<file path="src/rtl/wb_arbiter_if.sv">
// wb_arbiter_if: bundles the result sources, scoreboard queries and the
// register-file write port of the writeback arbiter.
//   slave  modport : the arbiter side (consumes results, drives the write port)
//   master modport : the surrounding pipeline / testbench side
// Signals:
//   alu_valid/alu_rd/alu_data          single-cycle result, no backpressure
//   lsu_valid/lsu_ready/lsu_rd/lsu_data long-latency result, valid/ready
//   issue_valid/issue_rd/issue_stall    destination reservation at issue
//   query_addr1/2, pending1/2           operand pending lookups
//   wb_we/wb_addr/wb_data               register-file write port (registered)
//   fifo_count                          long-latency FIFO occupancy
interface wb_arbiter_if #(
  parameter int XLEN  = 32,
  parameter int DEPTH = 4
);
  localparam int CW = $clog2(DEPTH) + 1;

  logic            alu_valid;
  logic [4:0]      alu_rd;
  logic [XLEN-1:0] alu_data;
  logic            lsu_valid;
  logic            lsu_ready;
  logic [4:0]      lsu_rd;
  logic [XLEN-1:0] lsu_data;
  logic            issue_valid;
  logic [4:0]      issue_rd;
  logic            issue_stall;
  logic [4:0]      query_addr1;
  logic [4:0]      query_addr2;
  logic            pending1;
  logic            pending2;
  logic            wb_we;
  logic [4:0]      wb_addr;
  logic [XLEN-1:0] wb_data;
  logic [CW-1:0]   fifo_count;

  modport slave (
    input  alu_valid, alu_rd, alu_data,
    input  lsu_valid, lsu_rd, lsu_data,
    input  issue_valid, issue_rd, query_addr1, query_addr2,
    output lsu_ready, issue_stall, pending1, pending2,
    output wb_we, wb_addr, wb_data, fifo_count
  );

  modport master (
    output alu_valid, alu_rd, alu_data,
    output lsu_valid, lsu_rd, lsu_data,
    output issue_valid, issue_rd, query_addr1, query_addr2,
    input  lsu_ready, issue_stall, pending1, pending2,
    input  wb_we, wb_addr, wb_data, fifo_count
  );
endinterface

</file>
<file path="src/rtl/wb_arbiter.sv">
// wb_arbiter: writeback stage in front of the integer register file.
// Merges single-cycle ALU results (highest priority, no backpressure) with
// long-latency results buffered in a DEPTH-entry FIFO, and keeps a 32-bit
// pending-destination scoreboard for the issue stage.
// Ports:
//   clk  - clock, rising edge
//   rst  - asynchronous active-high reset
//   bus  - wb_arbiter_if.slave (result sources, scoreboard, write port)
module wb_arbiter #(
  parameter int XLEN  = 32,
  parameter int DEPTH = 4
) (
  input  logic         clk,
  input  logic         rst,
  wb_arbiter_if.slave  bus
);
  localparam int AW = $clog2(DEPTH);
  localparam int CW = AW + 1;

  logic [4:0]      fifo_rd_q   [DEPTH];
  logic [XLEN-1:0] fifo_data_q [DEPTH];
  logic [AW-1:0]   wr_ptr_q, rd_ptr_q;
  logic [CW-1:0]   count_q, count_d;
  logic [31:0]     pend_q, pend_d;
  logic            wb_we_q, wb_we_d;
  logic [4:0]      wb_addr_q, wb_addr_d;
  logic [XLEN-1:0] wb_data_q, wb_data_d;

  logic lsu_ready;
  logic issue_stall;
  logic alu_wr;
  logic push;
  logic pop;
  logic issue_set;

  // Ready depends only on the registered count, so a pop in the same cycle
  // does not open a slot until the following cycle.
  assign lsu_ready   = (count_q < CW'(DEPTH));
  assign alu_wr      = bus.alu_valid && (bus.alu_rd != 5'd0);
  // A handshake with rd==0 is accepted but dropped: nothing to write back.
  assign push        = bus.lsu_valid && lsu_ready && (bus.lsu_rd != 5'd0);
  assign pop         = !alu_wr && (count_q != '0);
  assign issue_stall = bus.issue_valid && pend_q[bus.issue_rd];
  assign issue_set   = bus.issue_valid && !issue_stall && (bus.issue_rd != 5'd0);

  assign bus.lsu_ready   = lsu_ready;
  assign bus.issue_stall = issue_stall;
  assign bus.pending1    = pend_q[bus.query_addr1];
  assign bus.pending2    = pend_q[bus.query_addr2];
  assign bus.wb_we       = wb_we_q;
  assign bus.wb_addr     = wb_addr_q;
  assign bus.wb_data     = wb_data_q;
  assign bus.fifo_count  = count_q;

  always_comb begin
    wb_we_d   = 1'b0;
    wb_addr_d = wb_addr_q;
    wb_data_d = wb_data_q;
    if (alu_wr) begin
      wb_we_d   = 1'b1;
      wb_addr_d = bus.alu_rd;
      wb_data_d = bus.alu_data;
    end else if (pop) begin
      wb_we_d   = 1'b1;
      wb_addr_d = fifo_rd_q[rd_ptr_q];
      wb_data_d = fifo_data_q[rd_ptr_q];
    end
  end

  // Set and clear never target the same bit (issue to a pending register
  // stalls), so their order here is irrelevant for correctness.
  always_comb begin
    pend_d = pend_q;
    if (pop) begin
      pend_d[fifo_rd_q[rd_ptr_q]] = 1'b0;
    end
    if (issue_set) begin
      pend_d[bus.issue_rd] = 1'b1;
    end
    pend_d[0] = 1'b0;
  end

  always_comb begin
    count_d = count_q;
    case ({push, pop})
      2'b10:   count_d = count_q + CW'(1);
      2'b01:   count_d = count_q - CW'(1);
      default: count_d = count_q;
    endcase
  end

  // Stage boundary: control state, scoreboard and write port register here.
  always_ff @(posedge clk or posedge rst) begin
    if (rst) begin
      wr_ptr_q  <= '0;
      rd_ptr_q  <= '0;
      count_q   <= '0;
      pend_q    <= '0;
      wb_we_q   <= 1'b0;
      wb_addr_q <= '0;
      wb_data_q <= '0;
    end else begin
      if (push) begin
        wr_ptr_q <= wr_ptr_q + AW'(1);
      end
      if (pop) begin
        rd_ptr_q <= rd_ptr_q + AW'(1);
      end
      count_q   <= count_d;
      pend_q    <= pend_d;
      wb_we_q   <= wb_we_d;
      wb_addr_q <= wb_addr_d;
      wb_data_q <= wb_data_d;
    end
  end

  // FIFO storage carries data only; validity is tracked by the pointers.
  always_ff @(posedge clk) begin
    if (push) begin
      fifo_rd_q[wr_ptr_q]   <= bus.lsu_rd;
      fifo_data_q[wr_ptr_q] <= bus.lsu_data;
    end
  end
endmodule

</file>
<file path="src/flat_wrapper.sv">
// flat-port wrapper written by rule: the top's interface ports become plain ports
module wb_arbiter_flat 
#(
  parameter int XLEN  = 32,
  parameter int DEPTH = 4
)
  (clk, rst, bus_alu_valid, bus_alu_rd, bus_alu_data, bus_lsu_valid, bus_lsu_rd, bus_lsu_data, bus_issue_valid, bus_issue_rd, bus_query_addr1, bus_query_addr2, bus_lsu_ready, bus_issue_stall, bus_pending1, bus_pending2, bus_wb_we, bus_wb_addr, bus_wb_data, bus_fifo_count);
  wb_arbiter_if #(.XLEN(XLEN), .DEPTH(DEPTH)) bus_i ();
  input  logic clk;
  input  logic rst;
  input wire logic [$bits(bus_i.alu_valid)-1:0] bus_alu_valid;
  input wire logic [$bits(bus_i.alu_rd)-1:0] bus_alu_rd;
  input wire logic [$bits(bus_i.alu_data)-1:0] bus_alu_data;
  input wire logic [$bits(bus_i.lsu_valid)-1:0] bus_lsu_valid;
  input wire logic [$bits(bus_i.lsu_rd)-1:0] bus_lsu_rd;
  input wire logic [$bits(bus_i.lsu_data)-1:0] bus_lsu_data;
  input wire logic [$bits(bus_i.issue_valid)-1:0] bus_issue_valid;
  input wire logic [$bits(bus_i.issue_rd)-1:0] bus_issue_rd;
  input wire logic [$bits(bus_i.query_addr1)-1:0] bus_query_addr1;
  input wire logic [$bits(bus_i.query_addr2)-1:0] bus_query_addr2;
  output wire logic [$bits(bus_i.lsu_ready)-1:0] bus_lsu_ready;
  output wire logic [$bits(bus_i.issue_stall)-1:0] bus_issue_stall;
  output wire logic [$bits(bus_i.pending1)-1:0] bus_pending1;
  output wire logic [$bits(bus_i.pending2)-1:0] bus_pending2;
  output wire logic [$bits(bus_i.wb_we)-1:0] bus_wb_we;
  output wire logic [$bits(bus_i.wb_addr)-1:0] bus_wb_addr;
  output wire logic [$bits(bus_i.wb_data)-1:0] bus_wb_data;
  output wire logic [$bits(bus_i.fifo_count)-1:0] bus_fifo_count;
  assign bus_i.alu_valid = bus_alu_valid;
  assign bus_i.alu_rd = bus_alu_rd;
  assign bus_i.alu_data = bus_alu_data;
  assign bus_i.lsu_valid = bus_lsu_valid;
  assign bus_i.lsu_rd = bus_lsu_rd;
  assign bus_i.lsu_data = bus_lsu_data;
  assign bus_i.issue_valid = bus_issue_valid;
  assign bus_i.issue_rd = bus_issue_rd;
  assign bus_i.query_addr1 = bus_query_addr1;
  assign bus_i.query_addr2 = bus_query_addr2;
  assign bus_lsu_ready = bus_i.lsu_ready;
  assign bus_issue_stall = bus_i.issue_stall;
  assign bus_pending1 = bus_i.pending1;
  assign bus_pending2 = bus_i.pending2;
  assign bus_wb_we = bus_i.wb_we;
  assign bus_wb_addr = bus_i.wb_addr;
  assign bus_wb_data = bus_i.wb_data;
  assign bus_fifo_count = bus_i.fifo_count;
  wb_arbiter #(.XLEN(XLEN), .DEPTH(DEPTH)) u_core (.clk(clk), .rst(rst), .bus(bus_i));
endmodule
</file>
<file path="config.mk">
export PLATFORM = sky130hd
export DESIGN_NAME = wb_arbiter_flat
export DESIGN_NICKNAME = d
export VERILOG_FILES = /design/src/rtl/wb_arbiter_if.sv /design/src/rtl/wb_arbiter.sv /design/src/flat_wrapper.sv
export SDC_FILE = /design/constraint.sdc
export NUM_CORES = 1
export LEC_CHECK = 0
export BUFFER_PORTS_ARGS = -buffer_cell sky130_fd_sc_hd__buf_2
export CAP_MARGIN = 20
export CORE_UTILIZATION = 40
export DETAILED_ROUTE_END_ITERATION = 6
export PLACE_DENSITY = 0.6
export SLEW_MARGIN = 20
export SYNTH_ARGS = -nofsm -noshare
export SYNTH_HDL_FRONTEND = slang
export SYNTH_SLANG_ARGS = --single-unit
</file>
<file path="constraint.sdc">
create_clock -name clk -period 2.84 [get_ports clk]
set_clock_uncertainty 0.2 [all_clocks]
set_input_delay 0.284 -clock clk [delete_from_list [all_inputs] [get_ports clk]]
set_output_delay 0.284 -clock clk [all_outputs]
set_load 0.03 [all_outputs]
</file>
# Yosys cells after proc, flatten, opt, wreduce, memory -nomap -nowiden
# Memories as Yosys holds them, arrays and structs flattened.
# Index checks and enable logic that the tools add are counted.
# Widths: inputs -> output; s select.
dict set report totals {
  register_bits 76
  input_bits 94
  mem_bits_rw 148
  wordCells 63
  n_memories 2
}
# memory words width read_ports rd_clocked_by_memory_dff wr line
set mem_list {}
lappend mem_list {u_core.fifo_data_q 4 32 1 0 1 wb_arbiter.sv:21} ;# logic [XLEN-1:0] fifo_data_q [DEPTH];
lappend mem_list {u_core.fifo_rd_q 4 5 1 0 1 wb_arbiter.sv:20} ;# logic [4:0] fifo_rd_q [DEPTH];
dict set report op_classes {
  mux 21
  eq_ne 2
  n_reduce_logical 17
  n_lt_le_gt_ge 7
  bitwise_logic 3
  addsub 4
}
# op count
set op_table {}
lappend op_table {{$mux 32} 4}
lappend op_table {{$and 32x32->32} 1}
lappend op_table {{$not 32->32} 1}
lappend op_table {{$or 32x32->32} 1}
lappend op_table {{$lt 5x6->1 const B} 4}
lappend op_table {{$bmux 1 s5} 3}
lappend op_table {{$reduce_bool 5->1} 3}
lappend op_table {{$demux 1 s5} 2}
lappend op_table {{$ge 5x1->1 const B} 2}
lappend op_table {{$mux 5} 2}
lappend op_table {{$logic_and 1x1->1} 9}
lappend op_table {{$mux 1} 9}
lappend op_table {{$pmux 3 s2} 1}
lappend op_table {{$add 2x1->2 const B} 2}
lappend op_table {{$reduce_bool 2->1} 2}
lappend op_table {{$add 3x1->3 const B} 1}
lappend op_table {{$lt 3x3->1 const B} 1}
lappend op_table {{$reduce_bool 3->1} 1}
lappend op_table {{$sub 3x1->3 const B} 1}
lappend op_table {{$eq 2x1->1 const B} 1}
lappend op_table {{$eq 2x2->1 const B} 1}
lappend op_table {{$logic_not 1->1} 2}

# Depth between registers and ports, before layout
# Gate-level depths: netlist of the first run.
# An unclocked memory read counts as a cell.
dict set report depth {
  ltp_word 10
  ltp_mapped 9
}

# Least setup slack after synthesis of the first run
# OpenSTA, ideal clock, no wires.
dict set report synth_timing {
  path_type {flip-flop to flip-flop}
  from {reg u_core.count_q[2] (netlist: u_core.bus.fifo_count[2])}
  to {mem u_core.fifo_data_q[0][0], enable pin}
  path_buffers 0
  path_stages_with_launch 4
  path_slack_ps 174
  setup_ps 398
  period_less_slack_ps 2666
  arrival_ps 2068
  required_ps 2242
  cell_sequence {dfrtp_1 > inv_1 > o311a_1 > and2_1}
}
dict set report synth_via {
  elab_chain_len 5
}
# element line
set synth_lines {}
lappend synth_lines {{from (decl)} wb_arbiter.sv:23} ;# logic [CW-1:0] count_q, count_d;
lappend synth_lines {{from (signal assigned)} wb_arbiter.sv:109} ;# count_q <= count_d;
lappend synth_lines {{$lt 3x3->1} wb_arbiter.sv:38} ;# assign lsu_ready = (count_q < CW'(DEPTH));
lappend synth_lines {{via bus_lsu_ready} flat_wrapper.sv:21} ;# output wire logic [$bits(bus_i.lsu_ready)-1:0] bus_lsu_ready;
lappend synth_lines {{$logic_and 1x1->1 (2 in series)} wb_arbiter.sv:41} ;# assign push = bus.lsu_valid && lsu_ready && (bus.lsu_rd != 5'd0);
lappend synth_lines {{$mux 1} wb_arbiter.sv:119} ;# if (push) begin
lappend synth_lines {{$mux 1 (not written as such)} wb_arbiter.sv:121} ;# fifo_data_q[wr_ptr_q] <= bus.lsu_data;
lappend synth_lines {{to (decl)} wb_arbiter.sv:21}
# The timed path passes the listed nets, and every way through them passes these cells.

# Worst setup path in the final report of the first run
dict set report layout_timing {
  from {in bus_lsu_rd[1]}
  to {reg u_core.count_q[2] (netlist: u_core.bus.fifo_count[2])}
}
dict set report layout_via {
  elab_chain_len 4
}
# element line
set layout_lines {}
lappend layout_lines {{from (decl)} flat_wrapper.sv:15} ;# input wire logic [$bits(bus_i.lsu_rd)-1:0] bus_lsu_rd;
lappend layout_lines {{$reduce_bool 5->1 *} wb_arbiter.sv:41}
lappend layout_lines {{$logic_and 1x1->1 *} wb_arbiter.sv:41}
lappend layout_lines {{$eq 2x1->1 / $eq 2x2->1 (equally long branches)} wb_arbiter.sv:85} ;# case ({push, pop})
lappend layout_lines {{$pmux 3 s2 / $reduce_bool 2->1 (equally long branches)} n/a}
# Mark *: on every way between the ends. The rest lies on a longest branch, timed or not.
# A chain may end at the register's enable or synchronous reset.

==> results.json, run 1 <==
{
  "wl_um": 23210,
  "holdBufCountCts": 76,
  "grt_max_degree": 77,
  "path_max_fanout": 8,
  "final.fill_count": 2040,
  "fp.coreArea_um2": 23680,
  "p_leak_nw": 4.682,
  "row_count": 56,
  "peakVddDrop_mv": 0.5834,
  "initial_core_util": 0.4120,
  "antenna_found_initial": 3,
  "instances_no_fill": 1229,
  "end_kind": "flop",
  "synth.ff_latch_count": 224,
  "cts_resized": 0,
  "crit_type": "input port to flop",
  "dp_cells": 1108,
  "slew_violations": 0,
  "gr-total-overflow": 0,
  "syn-instance-count": 673,
  "syn-num-nets": 773,
  "clk_pin_slew_worst_paths_ns": 0.06,
  "tightestPinTransition_ns": 0.6138,
  "hold_violations": 0,
  "portBuffers": 138,
  "drt_iter0_markers": 422,
  "grt_pass1_vias": 6644,
  "clkLatencyLatePin_ns": 0.50,
  "hold_path_class": "input port to flop",
  "cts_tree": "built",
  "gp_congestion": 0.8426,
  "p_per_area_nw_per_um2": 944.7,
  "arrival_ns": 2.83,
  "period_needed_ns": 2.610,
  "syn_area_um2": 9757,
  "dr_total_vias": 6581,
  "areaGrowthSynthToFinish_pct": 26.75,
  "startpoint_type": "input port",
  "ys_seq_area_frac": 0.6504,
  "grt_pass1_wl_um": 36430,
  "cts_setup_buffers": 0,
  "grt_usage": 0.1913,
  "slew_headroom": 0.5908,
  "cts.path.max_buffers": 3,
  "synth_edf_count": 148,
  "die_h_um": 158.2,
  "multiInputGateArea_um2": 3212,
  "via_per_inst": 5.355,
  "setup_violations": 0,
  "synth_cell_types": 43,
  "run_status": "complete, no violations",
  "cts_buffers": 23,
  "fp.dieW_um": 158.2,
  "ys.flop_type": "edfxtp_1",
  "htree_num_levels": 1,
  "fin_crit_sh": 0.9191,
  "drt_pass1_iterations": 7,
  "drive_above_1_share": 0.2878,
  "async_flop_share": 0.3393,
  "post_synth.cell_area_avg_um2": 14.50,
  "seq_area_um2": 6349,
  "fmax_mhz": 383.1,
  "clock_sinks": 224,
  "maxCapViolCount": 0,
  "dpl.hpwl_um": 15450,
  "rsz0062_at_grt": "no",
  "finalSetupTns_ns": 0,
  "die_area_um2": 25020,
  "cts_root_buf": "clkbuf_16",
  "fin_nets": 990,
  "wl_per_cell_um": 18.89,
  "post-route-util": 0.5222,
  "pin_count": 139,
  "ys_warn_count": 0,
  "drc": 0,
  "crit_required_ns": 3.06,
  "drtAntennaViolNets": 0
}
layout by cell type, fill, tap and decap left out, drive strengths merged, types with 3 or more instances in the layout:
cell         count
buf            156
nor3             4
a31oi           43
nand2           82
o221ai           3
o31a             3
nand2b           3
edfxtp         148
dlygate4sd3     76
mux2             7
xnor2            4
or3             11
o22ai            8
a22o             3
nand3b           8
clkinv          10
or3b             6
o31ai           37
o21ai           19
ha               5
diode            3
and2             4
nor2            52
nand3            3
inv             14
clkinvlp         3
mux2i           23
dfrtp           76
mux4            48
clkbuf          27
flip-flops by register name (all words and copies together) (netlist names), 2 cells and up:
name,flops
u_core.rd_ptr_q,2
u_core.bus.fifo_count,3
u_core.fifo_data_q,128
u_core.wr_ptr_q,2
u_core.pend_q,31
u_core.fifo_rd_q,20
u_core.bus.wb_addr,5
u_core.bus.wb_data,32
routing by layer:
layer,up-vias,GRT usage,share of wire
met1,3300,0.2467,0.42
li1,3047,-,-
met5,-,0,0
met3,26,0.03860,0.063
met2,208,0.3315,0.50
met4,0,0.04350,0.014
power by group:
group / total [mW] / leakage, nW / internal (mW) / switching [mW]
clock: 2.93 / 0.362 / 1.73 / 1.20
combinational: 3.92 / 2.09 / 1.64 / 2.28
sequential: 4.83 / 2.23 / 4.27 / 0.564
final cells by class:
type | count | area share
Tap cell | 319 | 0.03227
Inverter | 14 | 0.004350
Multi-Input combinational cell | 395 | 0.2597
Clock buffer | 27 | 0.04937
Clock inverter | 15 | 0.01103
Timing Repair Buffer | 232 | 0.1293
Sequential cell | 224 | 0.5134
Antenna cell | 3 | 0.0006070
synth_stat cells (3+ instances only):
cell type,n,area (um2)
nand3_1,3,15.01
edfxtp_1,148,4444
a31oi_1,43,269.0
a22o_1,3,26.28
mux4_2,48,1081
o22ai_1,8,50.05
dfrtp_1,76,1902
and2_1,4,25.02
o221ai_1,3,26.28
or3_1,11,68.82
mux2i_1,23,230.2
o31a_1,3,26.28
clkbuf_1,31,116.4
ha_1,5,62.56
xnor2_1,4,35.03
o21ai_0,19,95.09
mux2_2,7,78.83
inv_1,14,52.55
buf_2,4,20.02
or3b_2,4,35.03
buf_1,3,11.26
nor2_1,52,195.2
nand2_1,82,307.8
nand2b_1,3,18.77
nand3b_1,8,60.06
nor3_1,4,20.02
o31ai_1,37,277.8
cell families (layout without fill, tap and decap cells):
group | Yosys count | after routing | synth area share
AO/OA/AOI/OAI | 125 | 125 | 0.08708
XOR/XNOR | 6 | 6 | 0.005386
adder cells (fa/ha/maj) | 6 | 6 | 0.008464
buffers and inverters | 54 | 288 | 0.02283
flip-flops | 224 | 224 | 0.6504
multiplexers | 78 | 78 | 0.1425
other | 0 | 3 | 0
AND/OR/NAND/NOR | 180 | 180 | 0.08336
critical path, cell delays in order:
cell	delay (ns)
dlygate4sd3_1	0.54
buf_2	0.15
or3_1	0.36
o311a_1	0.39
inv_1	0.09
ha_1	0.19
inv_1	0.07
fa_1	0.38
xor2_1	0.16
nor2_1	0.11
xnor2_1	0.12
stage by stage:
stage / cell area, um2 / worst slack [ns] / hold slack [ns] / power (mW)
floorplan: 9757 / 0.1743 / 0.1829 / 7.542
global placement: 10850 / 0.3152 / 0.1967 / 8.725
detailed placement: 10850 / 0.2841 / 0.2043 / 8.769
CTS: 12360 / 0.2387 / 0.03834 / 11.81
global route: 12360 / 0.05313 / 0.06893 / 12.33
finish: 12370 / 0.2299 / 0.06536 / 11.68
worst paths after layout:
path,cells past startpoint,startpoint,slack (ns),endpoint
max,11,bus_lsu_rd[1],0.23,u_core.bus.fifo_count[2]
min,3,bus_issue_rd[4],0.07,u_core.pend_q[7]
max reg2reg,4,u_core.rd_ptr_q[0],0.31,u_core.pend_q[6]
min reg2reg,2,u_core.bus.wb_data[21],0.33,u_core.bus.wb_data[21]
max in group asynchronous,4,rst,1.86,u_core.rd_ptr_q[0]
min in group asynchronous,4,rst,0.20,u_core.bus.wb_data[28]
Power figures use the tool's default switching activity.
==> run 2: changes to the inputs <==
--- a/config.mk
+++ b/config.mk
@@ -9,8 +9,10 @@
 export CAP_MARGIN = 20
 export CORE_UTILIZATION = 40
 export DETAILED_ROUTE_END_ITERATION = 6
+export GPL_TIMING_DRIVEN = 0
 export PLACE_DENSITY = 0.6
 export SLEW_MARGIN = 20
 export SYNTH_ARGS = -nofsm -noshare
 export SYNTH_HDL_FRONTEND = slang
 export SYNTH_SLANG_ARGS = --single-unit
+export TNS_END_PERCENT = 100
==> run 2 against run 1 <==
Routed wire length up 3.8%. Via count up 0.93%. Highest routed layer is now met5. Critical path type is now flop to flop. Register-to-register slack worse by 0.15 ns. Clock power up 7.5%. Die area unchanged. Sequential cell count unchanged. Hold slack better by 0.019 ns. Core utilization up 0.74 points. Combinational power up 5%. Final cell count up 2.0%. Largest cell class unchanged. Critical endpoint is now u_core.bus.wb_addr[0].
==> results.json, run 2 (synthesis results as in run 1) <==
{
  "cp_slowest_cell": "nor3_1",
  "hold_path_depth": 3,
  "startpoint_type": "flop",
  "worstHoldStart": "bus_issue_valid",
  "dpl.hpwl_um": 16450,
  "hold_path_class": "input port to flop",
  "place_area_um2": 10940,
  "dpl_worst_slack_ns": 0.01072,
  "path_depth": 6,
  "final_cell_mix": "edfxtp_1, buf_2, nand2_1",
  "path_delay_family": "buffers and inverters",
  "slowest_delay_ns": 0.58,
  "finalSetupTns_ns": 0,
  "wl_per_cell_um": 19.24,
  "slew_headroom": 0.5192,
  "rsz0062_at_grt": "no",
  "finalPower_mw": 12.03,
  "path_max_fanout": 10,
  "clkLatencyLatePin_ns": 0.51,
  "end_kind": "flop",
  "pin_count": 139,
  "setup_slack_ns": 0.1562,
  "hold_violations": 0,
  "crit_buf_inv": 2,
  "fin_crit_sh": 0.9450,
  "cts_tree": "built",
  "grt_max_degree": 51,
  "antenna_found_initial": 5,
  "grt_usage": 0.1986,
  "run_status": "complete, no violations",
  "crit_type": "flop to flop",
  "period_needed_ns": 2.684,
  "drt_iter0_markers": 462,
  "clk_pin_slew_worst_paths_ns": 0.06,
  "critical_path.startpoint": "u_core.bus.fifo_count[0]",
  "crit_required_ns": 3.09,
  "fin_nets": 1013,
  "final_common_cell": "edfxtp_1",
  "largest_reg_flops": 128,
  "tightestPinTransition_ns": 0.7212,
  "htree_num_levels": 1,
  "maxCapViolCount": 0,
  "fp.coreArea_um2": 23680,
  "portBuffers": 132,
  "die_area_um2": 25020,
  "arrival_ns": 2.93,
  "drt_pass1_iterations": 4,
  "drive_above_1_share": 0.2675,
  "setup_violations": 0,
  "slew_violations": 0,
  "p_per_area_nw_per_um2": 959.2,
  "drtAntennaViolNets": 0,
  "cts_setup_buffers": 0,
  "gr-total-overflow": 0,
  "wl_um": 24110,
  "dr_total_vias": 6642,
  "areaGrowthSynthToFinish_pct": 28.56,
  "row_count": 56,
  "drc": 0,
  "largest-register": "u_core.fifo_data_q",
  "die_h_um": 158.2,
  "cts_root_buf": "clkbuf_16",
  "gp_congestion": 0.7721,
  "grt_pass1_vias": 6839,
  "fp.dieW_um": 158.2,
  "r2r_cells": 6,
  "cp_cell_sequence": "nor3_1 > clkbuf_1 > nand2_1 > nand2_1 > a22o_1 > dlygate4sd3_1",
  "via_per_inst": 5.301,
  "clock_sinks": 224,
  "cts_buffers": 24,
  "dp_cells": 1129,
  "grt_pass1_wl_um": 37440,
  "initial_core_util": 0.4120,
  "p_leak_nw": 4.731,
  "final_area_um2": 12540,
  "cts.path.max_buffers": 3,
  "peakVddDrop_mv": 0.5825,
  "r2r_start": "u_core.bus.fifo_count[0]",
  "fmax_mhz": 372.6,
  "instances_no_fill": 1253,
  "path_common_cell": "nand2_1"
}
[run 2: cell types whose count changed in the layout (fill, tap and decap cells not counted), moves of 3 or more]
cell / before / now
buf_4: 17 / 0
clkinvlp_4: 3 / 0
clkbuf_1: 2 / 33
clkbuf_8: 2 / 5
[run 2: what timing repair did]
| action | CTS | global route |
|---|---|---|
| hold buffers | 77 | 0 |
| endpoints found under the hold margin | 263 | 0 |
| endpoints found under the setup margin | 0 | 16 |
| resized for setup | 0 | 3 |
[run 2: worst min-delay path, stage by stage]
cell and delay, ns:
buf_2 0.12, nand3_1 0.23, o31ai_1 0.10
[run 2: stage by stage]
step	utilization	hold slack [ns]
after floorplan	-	0.1829
after global placement	0.4567	0.3019
after detailed placement	0.4619	0.1126
after CTS	0.5287	0.05066
after global routing	0.5294	0.07689
final	0.5296	0.08411
[run 2: per-layer routing]
layer,global-route usage,routed length (um),vias to the layer above
met2,0.3398,12130,181
li1,-,-,3088
met1,0.2613,10290,3336
met5,0,26,-
met3,0.03613,1335,33
met4,0.04899,322,4
[run 2: layout make-up]
class                      count  area, um2
inverter                      14      55.05
buffer                        40      171.4
clock inverter                12      110.1
antenna                        3      7.507
timing repair buffer         214       1546
clock buffer                  32      701.9
sequential                   224       6346
fill                        2013      11140
multi-input combinational    395       3206
tap                          319      399.1
[run 2: power breakdown]
group          switching [mW]  internal (mW)
sequential              0.521           4.27
clock                    1.24           1.91
combinational            2.40           1.70
[run 2: path summary, 6_finish.rpt]
kind / end / slack (ns)
setup / recovery: u_core.bus.wb_addr[0] / 0.16
hold / removal: u_core.pend_q[27] / 0.08
setup reg to reg: u_core.bus.wb_addr[0] / 0.16
hold reg to reg: u_core.bus.wb_data[10] / 0.34
max in group asynchronous: u_core.bus.wb_data[7] / 1.72
min in group asynchronous: u_core.bus.wb_data[29] / 0.13
